==> config.mk <==
export PLATFORM = sky130hd
export DESIGN_NAME = mem_access_unit_flat
export DESIGN_NICKNAME = d
export VERILOG_FILES = /design/src/rtl/mem_access_unit_if.sv /design/src/rtl/mem_access_unit.sv /design/src/flat_wrapper.sv
export SDC_FILE = /design/constraint.sdc
export NUM_CORES = 1
export LEC_CHECK = 0
export BUFFER_PORTS_ARGS = -buffer_cell sky130_fd_sc_hd__buf_2
export CAP_MARGIN = 20
export CORE_MARGIN = 2
export CORE_UTILIZATION = 37
export CTS_CLUSTER_SIZE = 24
export DETAILED_ROUTE_END_ITERATION = 10
export GPL_ROUTABILITY_DRIVEN = 0
export PLACE_DENSITY = 0.82
export REMOVE_ABC_BUFFERS = 1
export SLEW_MARGIN = 20
export SYNTH_ARGS = -nofsm -noshare
export SYNTH_HDL_FRONTEND = slang
export SYNTH_SLANG_ARGS = --single-unit
export TNS_END_PERCENT = 50
==> constraint.sdc <==
create_clock -name CLK -period 1.4 [get_ports CLK]
set_input_delay 0.07 -clock CLK [delete_from_list [all_inputs] [get_ports CLK]]
set_output_delay 0.07 -clock CLK [all_outputs]
set_load 0.05 [all_outputs]
==> src/rtl/mem_access_unit_if.sv <==
// Data-memory / cache bus between the MEM-stage load/store engine and memory.
// The unit drives address, lanes and strobes; memory answers with read data and BUSYWAIT.
interface mem_access_unit_if;
    logic        MEM_READ;
    logic        MEM_WRITE;
    logic [31:0] MEM_ADDRESS;
    logic [31:0] MEM_WRITEDATA;
    logic [3:0]  MEM_BYTEEN;
    logic [31:0] MEM_READDATA;
    logic        MEM_BUSYWAIT;

    modport master (
        output MEM_READ, MEM_WRITE, MEM_ADDRESS, MEM_WRITEDATA, MEM_BYTEEN,
        input  MEM_READDATA, MEM_BUSYWAIT
    );

    modport slave (
        input  MEM_READ, MEM_WRITE, MEM_ADDRESS, MEM_WRITEDATA, MEM_BYTEEN,
        output MEM_READDATA, MEM_BUSYWAIT
    );
endinterface

==> src/rtl/mem_access_unit.sv <==
// MEM-stage load/store engine: memory handshake, lane alignment, load extension, pipeline stall.
// Optional macro MISALIGNED_TRAP_EN enables misaligned-access detection and the MISALIGNED flag.
//
// state    | meaning
// ---------+--------------------------------------------------------------
// S_IDLE   | waiting for IN_DATAMEMSEL; stalls only for an aligned request
// S_ACCESS | strobe asserted, waiting for MEM_BUSYWAIT=0 or timeout
// S_DONE   | one cycle with stall released; MISALIGNED/BUS_ERROR valid here
module mem_access_unit #(
    parameter int TIMEOUT_CYCLES = 255,
    parameter int TIMEOUT_W      = 8
) (
    input  logic                CLK,
    input  logic                RESET,
    input  logic [31:0]         IN_ADDRESS,
    input  logic [31:0]         IN_DATA2,
    input  logic                IN_DATAMEMSEL,
    input  logic [3:0]          IN_READ_WRITE,
    mem_access_unit_if.master   mem,
    output logic [31:0]         LOAD_DATA,
    output logic                BUSYWAIT,
    output logic                MISALIGNED,
    output logic                BUS_ERROR
);

    typedef enum logic [1:0] {
        S_IDLE   = 2'd0,
        S_ACCESS = 2'd1,
        S_DONE   = 2'd2
    } state_t;

    state_t               state, state_n;
    logic [TIMEOUT_W-1:0] cnt;
    logic                 is_store;
    logic [2:0]           funct3;
    logic                 aligned;
    logic                 timeout;
    logic [7:0]           lane_b;
    logic [15:0]          lane_h;
    logic [31:0]          load_ext;

    assign is_store = IN_READ_WRITE[3];
    assign funct3   = IN_READ_WRITE[2:0];
    assign timeout  = (cnt == TIMEOUT_W'(TIMEOUT_CYCLES - 1));

`ifdef MISALIGNED_TRAP_EN
    always_comb begin
        case (funct3)
            3'b000, 3'b100: aligned = 1'b1;
            3'b001, 3'b101: aligned = ~IN_ADDRESS[0];
            3'b010:         aligned = (IN_ADDRESS[1:0] == 2'b00);
            default:        aligned = 1'b0;
        endcase
    end
`else
    assign aligned = 1'b1;
`endif

    assign mem.MEM_ADDRESS = {IN_ADDRESS[31:2], 2'b00};

    always_comb begin
        mem.MEM_WRITEDATA = IN_DATA2;
        mem.MEM_BYTEEN    = 4'b1111;
        if (is_store) begin
            case (funct3[1:0])
                2'b00: begin
                    mem.MEM_WRITEDATA = {4{IN_DATA2[7:0]}};
                    mem.MEM_BYTEEN    = 4'b0001 << IN_ADDRESS[1:0];
                end
                2'b01: begin
                    mem.MEM_WRITEDATA = {2{IN_DATA2[15:0]}};
                    mem.MEM_BYTEEN    = 4'b0011 << {IN_ADDRESS[1], 1'b0};
                end
                default: ;
            endcase
        end
    end

    always_comb begin
        case (IN_ADDRESS[1:0])
            2'b00:   lane_b = mem.MEM_READDATA[7:0];
            2'b01:   lane_b = mem.MEM_READDATA[15:8];
            2'b10:   lane_b = mem.MEM_READDATA[23:16];
            default: lane_b = mem.MEM_READDATA[31:24];
        endcase
        lane_h = IN_ADDRESS[1] ? mem.MEM_READDATA[31:16] : mem.MEM_READDATA[15:0];
        case (funct3)
            3'b000:  load_ext = {{24{lane_b[7]}}, lane_b};
            3'b100:  load_ext = {24'd0, lane_b};
            3'b001:  load_ext = {{16{lane_h[15]}}, lane_h};
            3'b101:  load_ext = {16'd0, lane_h};
            default: load_ext = mem.MEM_READDATA;
        endcase
    end

    // BUSYWAIT in IDLE is combinational, so reset must mask it directly to drop the stall at once.
    always_comb begin
        state_n       = state;
        BUSYWAIT      = 1'b0;
        mem.MEM_READ  = 1'b0;
        mem.MEM_WRITE = 1'b0;
        case (state)
            S_IDLE: begin
                BUSYWAIT = IN_DATAMEMSEL & aligned & RESET;
                if (IN_DATAMEMSEL)
                    state_n = aligned ? S_ACCESS : S_DONE;
            end
            S_ACCESS: begin
                BUSYWAIT      = 1'b1;
                mem.MEM_READ  = ~is_store;
                mem.MEM_WRITE = is_store;
                if (!mem.MEM_BUSYWAIT || timeout)
                    state_n = S_DONE;
            end
            S_DONE:  state_n = S_IDLE;
            default: state_n = S_IDLE;
        endcase
    end

    always_ff @(posedge CLK or negedge RESET) begin
        if (!RESET) begin
            state      <= S_IDLE;
            cnt        <= '0;
            LOAD_DATA  <= 32'd0;
            MISALIGNED <= 1'b0;
            BUS_ERROR  <= 1'b0;
        end else begin
            state <= state_n;
            cnt   <= (state == S_ACCESS) ? cnt + 1'b1 : '0;
`ifdef MISALIGNED_TRAP_EN
            MISALIGNED <= (state == S_IDLE) && IN_DATAMEMSEL && !aligned;
`else
            MISALIGNED <= 1'b0;
`endif
            // completion takes priority over a timeout on the same edge
            BUS_ERROR <= (state == S_ACCESS) && mem.MEM_BUSYWAIT && timeout;
            if ((state == S_ACCESS) && !mem.MEM_BUSYWAIT && !is_store)
                LOAD_DATA <= load_ext;
        end
    end

endmodule

==> src/flat_wrapper.sv <==
// flat-port wrapper written by rule: the top's interface ports become plain ports
module mem_access_unit_flat 
#(
    parameter int TIMEOUT_CYCLES = 255,
    parameter int TIMEOUT_W      = 8
)
  (CLK, RESET, IN_ADDRESS, IN_DATA2, IN_DATAMEMSEL, IN_READ_WRITE, LOAD_DATA, BUSYWAIT, MISALIGNED, BUS_ERROR, mem_MEM_READ, mem_MEM_WRITE, mem_MEM_ADDRESS, mem_MEM_WRITEDATA, mem_MEM_BYTEEN, mem_MEM_READDATA, mem_MEM_BUSYWAIT);
  mem_access_unit_if mem_i ();
  input  logic CLK;
  input  logic RESET;
  input  logic [31:0] IN_ADDRESS;
  input  logic [31:0] IN_DATA2;
  input  logic IN_DATAMEMSEL;
  input  logic [3:0] IN_READ_WRITE;
  output logic [31:0] LOAD_DATA;
  output logic BUSYWAIT;
  output logic MISALIGNED;
  output logic BUS_ERROR;
  output wire logic [$bits(mem_i.MEM_READ)-1:0] mem_MEM_READ;
  output wire logic [$bits(mem_i.MEM_WRITE)-1:0] mem_MEM_WRITE;
  output wire logic [$bits(mem_i.MEM_ADDRESS)-1:0] mem_MEM_ADDRESS;
  output wire logic [$bits(mem_i.MEM_WRITEDATA)-1:0] mem_MEM_WRITEDATA;
  output wire logic [$bits(mem_i.MEM_BYTEEN)-1:0] mem_MEM_BYTEEN;
  input wire logic [$bits(mem_i.MEM_READDATA)-1:0] mem_MEM_READDATA;
  input wire logic [$bits(mem_i.MEM_BUSYWAIT)-1:0] mem_MEM_BUSYWAIT;
  assign mem_MEM_READ = mem_i.MEM_READ;
  assign mem_MEM_WRITE = mem_i.MEM_WRITE;
  assign mem_MEM_ADDRESS = mem_i.MEM_ADDRESS;
  assign mem_MEM_WRITEDATA = mem_i.MEM_WRITEDATA;
  assign mem_MEM_BYTEEN = mem_i.MEM_BYTEEN;
  assign mem_i.MEM_READDATA = mem_MEM_READDATA;
  assign mem_i.MEM_BUSYWAIT = mem_MEM_BUSYWAIT;
  mem_access_unit #(.TIMEOUT_CYCLES(TIMEOUT_CYCLES), .TIMEOUT_W(TIMEOUT_W)) u_core (.CLK(CLK), .RESET(RESET), .IN_ADDRESS(IN_ADDRESS), .IN_DATA2(IN_DATA2), .IN_DATAMEMSEL(IN_DATAMEMSEL), .IN_READ_WRITE(IN_READ_WRITE), .mem(mem_i), .LOAD_DATA(LOAD_DATA), .BUSYWAIT(BUSYWAIT), .MISALIGNED(MISALIGNED), .BUS_ERROR(BUS_ERROR));
endmodule
==> implementation parameters <==
Parameter                              Value

Setup path
  Path depth of the worst reg2reg path ... 4
  Slowest stage cell, crit path ... sky130_fd_sc_hd__dfrtp_1
  Crit Path Class ... flop to flop
  Setup slack on the worst flop-to-flop path ... 6 ps
  Buffers & Inverters on Critical Path ... 1
  Crit path launch type ... flop
  Required @ worst endpoint ... 1590 ps
  Crit Path Max Fanout ... 17
  Slowest stage delay, CP ... 410 ps
  Endpoint of the worst register-to-register path ... u_core.LOAD_DATA[2]
  Worst Setup End Kind ... flop
  Worst-path cell chain ... nor2b_2 -> nand3_4 -> buf_6 -> a221o_1
  Top delay family on crit path ... flip-flops
  Startpoint of the worst-slack reg-to-reg timing path ... u_core.state[1]
  Critical path data arrival time ... 1580 ps

Worst hold path
  Worst hold path type ... input port to flop
  Hold path endpoint ... u_core.LOAD_DATA[3]
  Hold depth ... 2
  Min-Delay Startpoint ... mem_MEM_READDATA[3]

Clocking
  Root buffer selected by CTS ... sky130_fd_sc_hd__clkbuf_8
  TritonCTS clock tree ... built
  Maximum clock path buffer count ... 2
  CTS buffer count ... 5
  Clock slew at the register clock pins of the worst setup and hold paths ... 90 ps
  Clock insertion delay at the later pin of the skew report ... 300 ps
  Depth of the CTS H-tree ... 2
  Total number of clock tree sinks ... 43

GRT
  Remaining global-route overflow ... 0
  Aggregate global-route resource usage ... 0.2214
  Largest net degree at the start of global routing ... 44
  Number of antenna violations at the first check in global routing ... 0
  Via count of the first global-routing pass ... 2837
  Wire length of the first global-routing pass ... 14.60 mm

Finish
  Fraction of layout cells with a size suffix above 1 ... 0.4503
  Commonest non-fill, non-tap cell in the layout ... sky130_fd_sc_hd__buf_2
  Number of antenna cells inserted ... 0
  Commonest non-fill, non-tap cells in the layout ... 142 x sky130_fd_sc_hd__buf_2, 72 x sky130_fd_sc_hd__nand2_1, 43 x sky130_fd_sc_hd__dfrtp_1
  Finished layout cell area ... 3834 sq um
  Growth of design area from synthesis to finish ... 34.74%
  Utilization of the core after routing ... 0.5230
  Final #Nets ... 578

Floorplanning
  Number of core rows ... 31
  Horizontal die dimension ... 91.69 microns
  Number of top-level design ports ... 209
  Core area ... 7331 sq um
  Die area ... 8407 sq um
  Chip height ... 91.69 microns
  Effective utilization at floorplan ... 0.3881

Timing
  Highest achievable clock rate ... 717.2 MHz
  Final slew viol count ... 0
  Slew at the pin closest to its max-slew limit ... 878.4 ps
  Final setup violating endpoints ... 0
  Slew Limit Headroom ... 0.4131
  RSZ-0062 raised after global routing ... yes
  Total negative slack for setup checks ... 0 ps
  Portion of the clock cycle consumed by the worst path in the final layout ... 0.9959
  Post-route setup slack ... 5.700 ps
  Maximum clock skew at final layout ... 3.564 ps
  Post-layout minimum cycle time ... 1394 ps
  Hold Vio Cnt, Final ... 0
  Worst hold slack ... 8.255 ps

Route
  Total number of vias ... 3031
  DRC Markers ... 0
  Number of routed nets with antenna violations ... 0
  Detailed-route wire length ... 9.971 mm
  Post-detailed-route via-to-cell ratio ... 5.299
  Starting DRC count in detailed routing ... 226
  TritonRoute pass-1 iters ... 5
  Average wire length per cell after detail routing ... 17.43 microns

Job
  Max-cap violations ... 0

Synthesis
  Leading register cell type out of synthesis ... sky130_fd_sc_hd__dfrtp_1
  Count of distinct cell types in the synthesized netlist ... 35
  Number of warnings reported in the yosys synthesis log ... 0
  Part of the Yosys area used for sequential elements ... 0.3782
  Synthesized area per cell ... 8.393 sq um
  Area of the mapped netlist ... 2845 sq um
  Register bit total from synthesis ... 43
  Share of flip-flops with an asynchronous set or reset after synthesis ... 1.000
  EDFF count, synth ... 0
  Instance count of the mapped netlist ... 339

Placed design
  Standard cell area after detailed placement ... 3548 sq um
  Count of port buffers added during placement ... 145
  Setup slack after placement ... -152.6 ps
  Sum of net half-perimeters after detailed placement ... 7.653 mm

Power and ir drop
  Reported leakage power ... 1.935 nW
  Power Dens Cells ... 1758 nW/um^2
  Worst vdd rail ir drop ... 576.7 uV

Status
  Status ... finished, final reports clean
[worst max path at each step]
| stage | slack (ps) | depth (start not counted) | endpoint | start |
|---|---|---|---|---|
| after detailed placement | -150 | 4 | u_core.LOAD_DATA[2] | u_core.state[1] |
| after CTS | 0.4 | 4 | u_core.LOAD_DATA[2] | u_core.state[1] |
| final | 6 | 4 | u_core.LOAD_DATA[2] | u_core.state[1] |
| after floorplan | -650 | 4 | u_core.LOAD_DATA[31] | u_core.state[1] |
| after global placement | -50 | 4 | u_core.LOAD_DATA[6] | u_core.state[1] |
| after global routing | -50 | 4 | u_core.LOAD_DATA[3] | u_core.state[1] |
[cell type report]
type	count	area [sq um]
clock inverters	3	23.77
inverters	5	22.52
well taps	99	123.9
clock buffers	5	68.82
multi-input cells	235	1429
fillers	663	3497
flip-flops and latches	43	1076
repair buffers	182	1090
[sequential cells by signal, summed over array words and instances, names as in the netlist]
name	flops
u_core.LOAD_DATA	32
u_core.BUS_ERROR	1
u_core.cnt	8
u_core.state	2
[stage by stage]
| stage | cells | power, mW |
|---|---|---|
| finish | 572 | 6.739 |
| global route | 572 | 7.068 |
| CTS | 565 | 6.709 |
| detailed placement | 552 | 5.836 |
| global placement | 552 | 5.760 |
| floorplan | 282 | 4.683 |
[synthesized netlist by cell type (all sizes together), types with 3 or more instances]
cell	count	area, sq um
a32oi	7	61.31
inv	5	18.77
a221o	7	70.07
nand3	4	20.02
nand2	72	270.3
a22oi	7	52.55
buf	45	334.1
o21ai	20	100.1
dfrtp	43	1076
clkbuf	14	52.55
xor2	5	43.79
nor2	38	142.6
mux2i	10	100.1
mux2	15	168.9
nor2b	3	18.77
nor3	6	45.04
a21oi	20	100.1
[metal layers]
layer,global-route usage,wire length [microns],share of wire
met1,0.2659,3775,0.38
met2,0.3640,4761,0.48
met3,0.1002,1296,0.13
met4,0.04602,138,0.014
met5,0.03205,0,0
[logic make-up after synthesis]
family                   count (synthesis)  share of synthesized area
adder cells (fa/ha/maj)                  2                   0.008794
buffers and inverters                   64                     0.1425
XOR/XNOR                                 6                    0.01847
flip-flops                              43                     0.3782
other                                    1                   0.001318
AO/OA/AOI/OAI                           65                     0.1522
AND/OR/NAND/NOR                        132                     0.1961
multiplexers                            26                     0.1025
[repair_timing]
item / in CTS / in global routing
buffers inserted: 0 / 5
pin swaps: 0 / 5
cloned: 0 / 1
gates resized for setup: 12 / 14
setup endpoints to repair: 10 / 34
hold endpoints to repair: 47 / 1
hold buffers: 5 / 1
[where the power goes]
| part | leakage (nW) | internal, mW | switching [mW] |
|---|---|---|---|
| registers | 0.529 | 1.73 | 0.312 |
| logic | 1.37 | 1.04 | 2.86 |
| clock network | 0.0408 | 0.356 | 0.438 |
Note: power is estimated with default switching activity, not from simulation.
